File: src/rtl/scan_ctrl_generic_if.sv
// Handshake and chain-side signals of the scan-chain controller.
// The slave modport is the controller; the master modport is the
// test/debug side together with the chain that feeds SCANOUT back.
interface scan_ctrl_generic_if #(
  parameter int N = 8
);
  logic         START;
  logic         NOCAP;
  logic [N-1:0] VEC_IN;
  logic         SCANOUT;
  logic         TEST;
  logic         SCANIN;
  logic [N-1:0] RESP;
  logic         BUSY;
  logic         DONE;

  modport master (
    output START, NOCAP, VEC_IN, SCANOUT,
    input  TEST, SCANIN, RESP, BUSY, DONE
  );

  modport slave (
    input  START, NOCAP, VEC_IN, SCANOUT,
    output TEST, SCANIN, RESP, BUSY, DONE
  );
endinterface

File: src/rtl/scan_ctrl_generic.sv
// Scan-chain controller: shifts a vector into an N-bit scan chain, pulses
// one functional capture cycle, then unloads the response into RESP.
// In readback-only mode (NOCAP) the old chain contents are collected while
// the vector is shifted in, with no capture and no unload phase.
// All outputs are registered so TEST/SCANIN settle a full cycle before the
// chain samples them.
module scan_ctrl_generic #(
  parameter int   N    = 8,
  parameter int   CW   = 4,
  parameter logic FILL = 1'b0
) (
  input logic           CLK,
  input logic           CLR,
  scan_ctrl_generic_if.slave bus
);

  typedef enum logic [1:0] {
    IDLE   = 2'd0,
    LOAD   = 2'd1,
    CAPT   = 2'd2,
    UNLOAD = 2'd3
  } state_t;

  state_t       state_r;
  logic [CW-1:0] cnt_r;
  logic [N-1:0] vec_r;     // remaining vector bits, next bit to send at MSB
  logic         nocap_r;
  logic         last_s;

  // The N-th shift of a phase happens on the edge where the counter reads N-1.
  assign last_s = (cnt_r == CW'(N - 1));

  // Sequencer: state, counter, vector shifter and all registered outputs.
  always_ff @(posedge CLK or posedge CLR) begin
    if (CLR) begin
      state_r    <= IDLE;
      cnt_r      <= {CW{1'b0}};
      vec_r      <= {N{1'b0}};
      nocap_r    <= 1'b0;
      bus.TEST   <= 1'b0;
      bus.SCANIN <= 1'b0;
      bus.RESP   <= {N{1'b0}};
      bus.BUSY   <= 1'b0;
      bus.DONE   <= 1'b0;
    end else begin
      bus.DONE <= 1'b0;
      case (state_r)
        IDLE: begin
          if (bus.START) begin
            // MSB goes out on SCANIN now; the rest waits pre-shifted in vec_r.
            vec_r      <= {bus.VEC_IN[N-2:0], 1'b0};
            nocap_r    <= bus.NOCAP;
            bus.TEST   <= 1'b1;
            bus.SCANIN <= bus.VEC_IN[N-1];
            cnt_r      <= {CW{1'b0}};
            bus.BUSY   <= 1'b1;
            state_r    <= LOAD;
          end else begin
            bus.TEST   <= 1'b0;
            bus.SCANIN <= 1'b0;
            bus.BUSY   <= 1'b0;
          end
        end
        LOAD: begin
          bus.SCANIN <= vec_r[N-1];
          vec_r      <= {vec_r[N-2:0], 1'b0};
          cnt_r      <= cnt_r + CW'(1);
          if (nocap_r) begin
            // Readback: the chain's old contents fall out while the vector goes in.
            bus.RESP <= {bus.RESP[N-2:0], bus.SCANOUT};
          end else begin
            bus.RESP <= bus.RESP;
          end
          if (last_s) begin
            bus.TEST <= 1'b0;
            if (nocap_r) begin
              bus.SCANIN <= 1'b0;
              bus.DONE   <= 1'b1;
              bus.BUSY   <= 1'b0;
              state_r    <= IDLE;
            end else begin
              state_r    <= CAPT;
            end
          end else begin
            state_r <= LOAD;
          end
        end
        CAPT: begin
          // The chain does its functional update on this edge with TEST low.
          bus.TEST   <= 1'b1;
          bus.SCANIN <= FILL;
          cnt_r      <= {CW{1'b0}};
          state_r    <= UNLOAD;
        end
        UNLOAD: begin
          bus.RESP <= {bus.RESP[N-2:0], bus.SCANOUT};
          cnt_r    <= cnt_r + CW'(1);
          if (last_s) begin
            bus.TEST   <= 1'b0;
            bus.SCANIN <= 1'b0;
            bus.DONE   <= 1'b1;
            bus.BUSY   <= 1'b0;
            state_r    <= IDLE;
          end else begin
            state_r <= UNLOAD;
          end
        end
        default: begin
          state_r    <= IDLE;
          bus.TEST   <= 1'b0;
          bus.SCANIN <= 1'b0;
          bus.BUSY   <= 1'b0;
        end
      endcase
    end
  end

endmodule

File: src/flat_wrapper.sv
// flat-port wrapper written by rule: the top's interface ports become plain ports
module scan_ctrl_generic_flat 
#(
  parameter int   N    = 8,
  parameter int   CW   = 4,
  parameter logic FILL = 1'b0
)
  (CLK, CLR, bus_START, bus_NOCAP, bus_VEC_IN, bus_SCANOUT, bus_TEST, bus_SCANIN, bus_RESP, bus_BUSY, bus_DONE);
  scan_ctrl_generic_if #(.N(N)) bus_i ();
  input logic CLK;
  input logic CLR;
  input wire logic [$bits(bus_i.START)-1:0] bus_START;
  input wire logic [$bits(bus_i.NOCAP)-1:0] bus_NOCAP;
  input wire logic [$bits(bus_i.VEC_IN)-1:0] bus_VEC_IN;
  input wire logic [$bits(bus_i.SCANOUT)-1:0] bus_SCANOUT;
  output wire logic [$bits(bus_i.TEST)-1:0] bus_TEST;
  output wire logic [$bits(bus_i.SCANIN)-1:0] bus_SCANIN;
  output wire logic [$bits(bus_i.RESP)-1:0] bus_RESP;
  output wire logic [$bits(bus_i.BUSY)-1:0] bus_BUSY;
  output wire logic [$bits(bus_i.DONE)-1:0] bus_DONE;
  assign bus_i.START = bus_START;
  assign bus_i.NOCAP = bus_NOCAP;
  assign bus_i.VEC_IN = bus_VEC_IN;
  assign bus_i.SCANOUT = bus_SCANOUT;
  assign bus_TEST = bus_i.TEST;
  assign bus_SCANIN = bus_i.SCANIN;
  assign bus_RESP = bus_i.RESP;
  assign bus_BUSY = bus_i.BUSY;
  assign bus_DONE = bus_i.DONE;
  scan_ctrl_generic #(.N(N), .CW(CW), .FILL(FILL)) u_core (.CLK(CLK), .CLR(CLR), .bus(bus_i));
endmodule
File: config.mk
export PLATFORM = sky130hd
export DESIGN_NAME = scan_ctrl_generic_flat
export DESIGN_NICKNAME = d
export VERILOG_FILES = /design/src/rtl/scan_ctrl_generic_if.sv /design/src/rtl/scan_ctrl_generic.sv /design/src/flat_wrapper.sv
export SDC_FILE = /design/constraint.sdc
export NUM_CORES = 1
export LEC_CHECK = 0
export CORE_ASPECT_RATIO = 1.25
export CORE_MARGIN = 10
export CORE_UTILIZATION = 64
export CTS_CLUSTER_SIZE = 40
export DETAILED_ROUTE_END_ITERATION = 10
export DONT_BUFFER_PORTS = 1
export PLACE_DENSITY = 0.88
export SETUP_SLACK_MARGIN = 0.02
export SYNTH_ARGS = -nofsm -noshare
export SYNTH_HDL_FRONTEND = slang
export SYNTH_SLANG_ARGS = --single-unit
File: constraint.sdc
create_clock -name CLK -period 3.46 [get_ports CLK]
set_input_delay 0.173 -clock CLK [delete_from_list [all_inputs] [get_ports CLK]]
set_output_delay 0.173 -clock CLK [all_outputs]
set_load 0.05 [all_outputs]
==> impl_metrics.json <==
{
  "grt_overflow": 0,
  "ios": 25,
  "synth_xor_area_frac": 0,
  "endpoint_kind": "register",
  "synth_top_area_cell": "dfrtp_1",
  "power_density_nw_per_um2": 1107,
  "p_leak_nw": 0.5389,
  "clk_path_buf_depth": 2,
  "diodes": 0,
  "initial_utilization": 0.6593,
  "synth_adder_area_share": 0.01088,
  "fin_crit_ns": 1.667,
  "num_rows": 17,
  "worst_pin_slew_ns": 0.9263,
  "rsz0062_at_grt": "false",
  "grt_max_degree": 27,
  "yosys.area_share.simple": 0.1110,
  "die-area_um2": 3903,
  "ant_nets": 0,
  "synth-compound-area-share": 0.1513,
  "numCtsBuffers": 3,
  "wl_mm": 2.057,
  "fin_crit_sh": 0.4817,
  "grt_pass1_wl_mm": 3.312,
  "worstSetupPathType": "register to register",
  "layout_setup_ws_ns": 1.793,
  "cts-htree-levels": 1,
  "ys_types": 27,
  "async_flop_share": 1.000,
  "status": "finished, final reports clean",
  "cts_resized": 0,
  "maxSlewViolCount": 0,
  "setup_viol": 0,
  "synth_top_family_by_area": "compound AO/OA/AOI/OAI gates",
  "dr.pass1.iters": 4,
  "wl_per_cell_um": 17.29,
  "fin_area_um2": 1250,
  "track_usage": 0.1083,
  "drc": 0,
  "yosysTopAreaCellShare": 0.5658,
  "cp_max_fo": 24,
  "max_freq_mhz": 600.0,
  "cp.required_ns": 3.69,
  "syn_avg_cell_area_um2": 12.36,
  "fin_worst_skew_ns": 0.005870,
  "cts_num_sinks": 26,
  "cp.arrival_ns": 1.89,
  "slew_headroom": 0.3818,
  "path_clk_slew_ns": 0.13,
  "peakVddDrop_uv": 549.4,
  "synthTopCellsByArea": "dfrtp_1 57%, mux2_2 8.8%, o21ai_0 3.9%, a22oi_1 3.9%, nand2_1 3.6%",
  "synth_top_cells_by_count": "26 x dfrtp_1, 11 x nand2_1, 9 x mux2_2, 9 x o21ai_0, 6 x a22oi_1",
  "hold_viol": 0,
  "dp_slack_ns": 1.828,
  "grt_pass1_vias": 708,
  "yosysSeqAreaShare": 0.5658,
  "die_w_um": 57.91,
  "synthMuxAreaShare": 0.1230,
  "synth.most_common_cell": "dfrtp_1",
  "synth-edff-count": 0,
  "dp_hpwl_mm": 1.505,
  "placed_cell_area_um2": 1137,
  "io_buffers": 0,
  "min_path_type": "input pin to register",
  "nFillCells": 128,
  "ctsRootBufferMaster": "clkbuf_4",
  "setup_tns_ns": 0,
  "drtIter0Drc": 15,
  "synth_ff_type": "dfrtp_1",
  "yosys_register_bits": 26,
  "clock_latency_ns": 0.32,
  "start_kind": "register",
  "viasPerCell": 6.168,
  "syn_area_um2": 1150,
  "finish.net_count": 115,
  "drive_above_1_share": 0.1900,
  "antenna_found_initial": 0,
  "yosys_warnings": 0,
  "drv_cap": 0,
  "core_um2": 1744,
  "vias": 734,
  "synth.net_count": 107,
  "gp_congestion": 0.8206,
  "cts_tree": "yes",
  "area_delta_synth_final_pct": 8.705,
  "syn_inst": 93,
  "chipHeight_um": 67.39
}
## path summary, 6_finish.rpt
path / from / to / slack (ns) / cells after the start
worst max-delay path: u_core.state_r[0] / u_core.nocap_r / 1.79 / 3
worst min-delay path: bus_START / u_core.bus.SCANIN / 0.02 / 2
worst max register to register: u_core.state_r[0] / u_core.nocap_r / 1.79 / 3
worst min register to register: u_core.cnt_r[3] / u_core.cnt_r[3] / 0.49 / 1
max in group asynchronous: CLR / u_core.bus.TEST / 2.41 / 2
min in group asynchronous: CLR / u_core.vec_r[2] / 0.48 / 2
## critical path: stages (launching register included)
cell	delay, ns
dfrtp_1	0.90
nor2_1	0.20
nand2_1	0.17
mux2_4	0.30
## layout make-up
type / instances / area [um^2] / area share
Clock inverter: 1 / 30.03 / 0.02402
Multi-Input combinational cell: 62 / 455.4 / 0.3644
Sequential cell: 26 / 650.6 / 0.5205
Tap cell: 19 / 23.77 / 0.01902
Inverter: 2 / 7.507 / 0.006006
Timing Repair Buffer: 6 / 60.06 / 0.04805
Clock buffer: 3 / 22.52 / 0.01802
## sequential cells by signal, summed over array words and instances (netlist names)
signal / flops
u_core.bus.BUSY: 1
u_core.bus.DONE: 1
u_core.bus.RESP: 8
u_core.bus.SCANIN: 1
u_core.bus.TEST: 1
u_core.cnt_r: 4
u_core.nocap_r: 1
u_core.state_r: 2
u_core.vec_r: 7
## routing by layer
| metal | vias to the layer above | global-route usage | share of wire |
|---|---|---|---|
| met3 | 5 | 0.04503 | 0.086 |
| met5 | - | 0 | 0 |
| met4 | 0 | 0.06176 | 0.021 |
| met2 | 27 | 0.1841 | 0.52 |
| met1 | 351 | 0.1100 | 0.37 |
| li1 | 351 | - | - |
## where the power goes
part | total, mW | leakage, nW | switching, mW | internal, mW
sequential | 0.823 | 0.323 | 0.391 | 0.432
clock | 0.204 | 0.0279 | 0.0863 | 0.117
combinational | 0.357 | 0.188 | 0.142 | 0.215
total | 1.38 | 0.539 | 0.619 | 0.764
## per-stage QoR
stage          power [mW]    util  std cells  hold slack [ns]
2_1_floorplan       1.132       -         93           0.2130
3_3_place_gp        1.168  0.6521        109           0.3057
3_5_place_dp        1.192  0.6521        109           0.3165
4_1_cts             1.399  0.7109        118         0.005388
5_1_grt             1.477  0.7166        119        0.0005980
6_report            1.383  0.7166        119          0.01588
## logic make-up after synthesis
logic type,Yosys count
AND/OR/NAND/NOR,24
buffers and inverters,5
multiplexers,12
adder cells (fa/ha/maj),1
AO/OA/AOI/OAI,25
flip-flops,26
## layout by cell type, fill, tap and decap left out, drive strengths merged
cell type	count
bufinv	1
and4bb	1
dlygate4sd3	6
nand3	2
and3b	1
a32o	2
o21bai	1
dfrtp	26
o221ai	1
nor2b	2
nand4	1
ha	1
nor3	2
mux2i	1
nand3b	1
nand2	11
inv	2
nor2	3
a21oi	4
clkbuf	3
mux2	11
o21ai	11
a22oi	6
## repair_timing
item / in CTS / in global routing
hold buffers: 5 / 1
setup buffers: 0 / 0
hold endpoints to repair: 30 / 1
No activity file was read; power rests on OpenSTA's default activity.
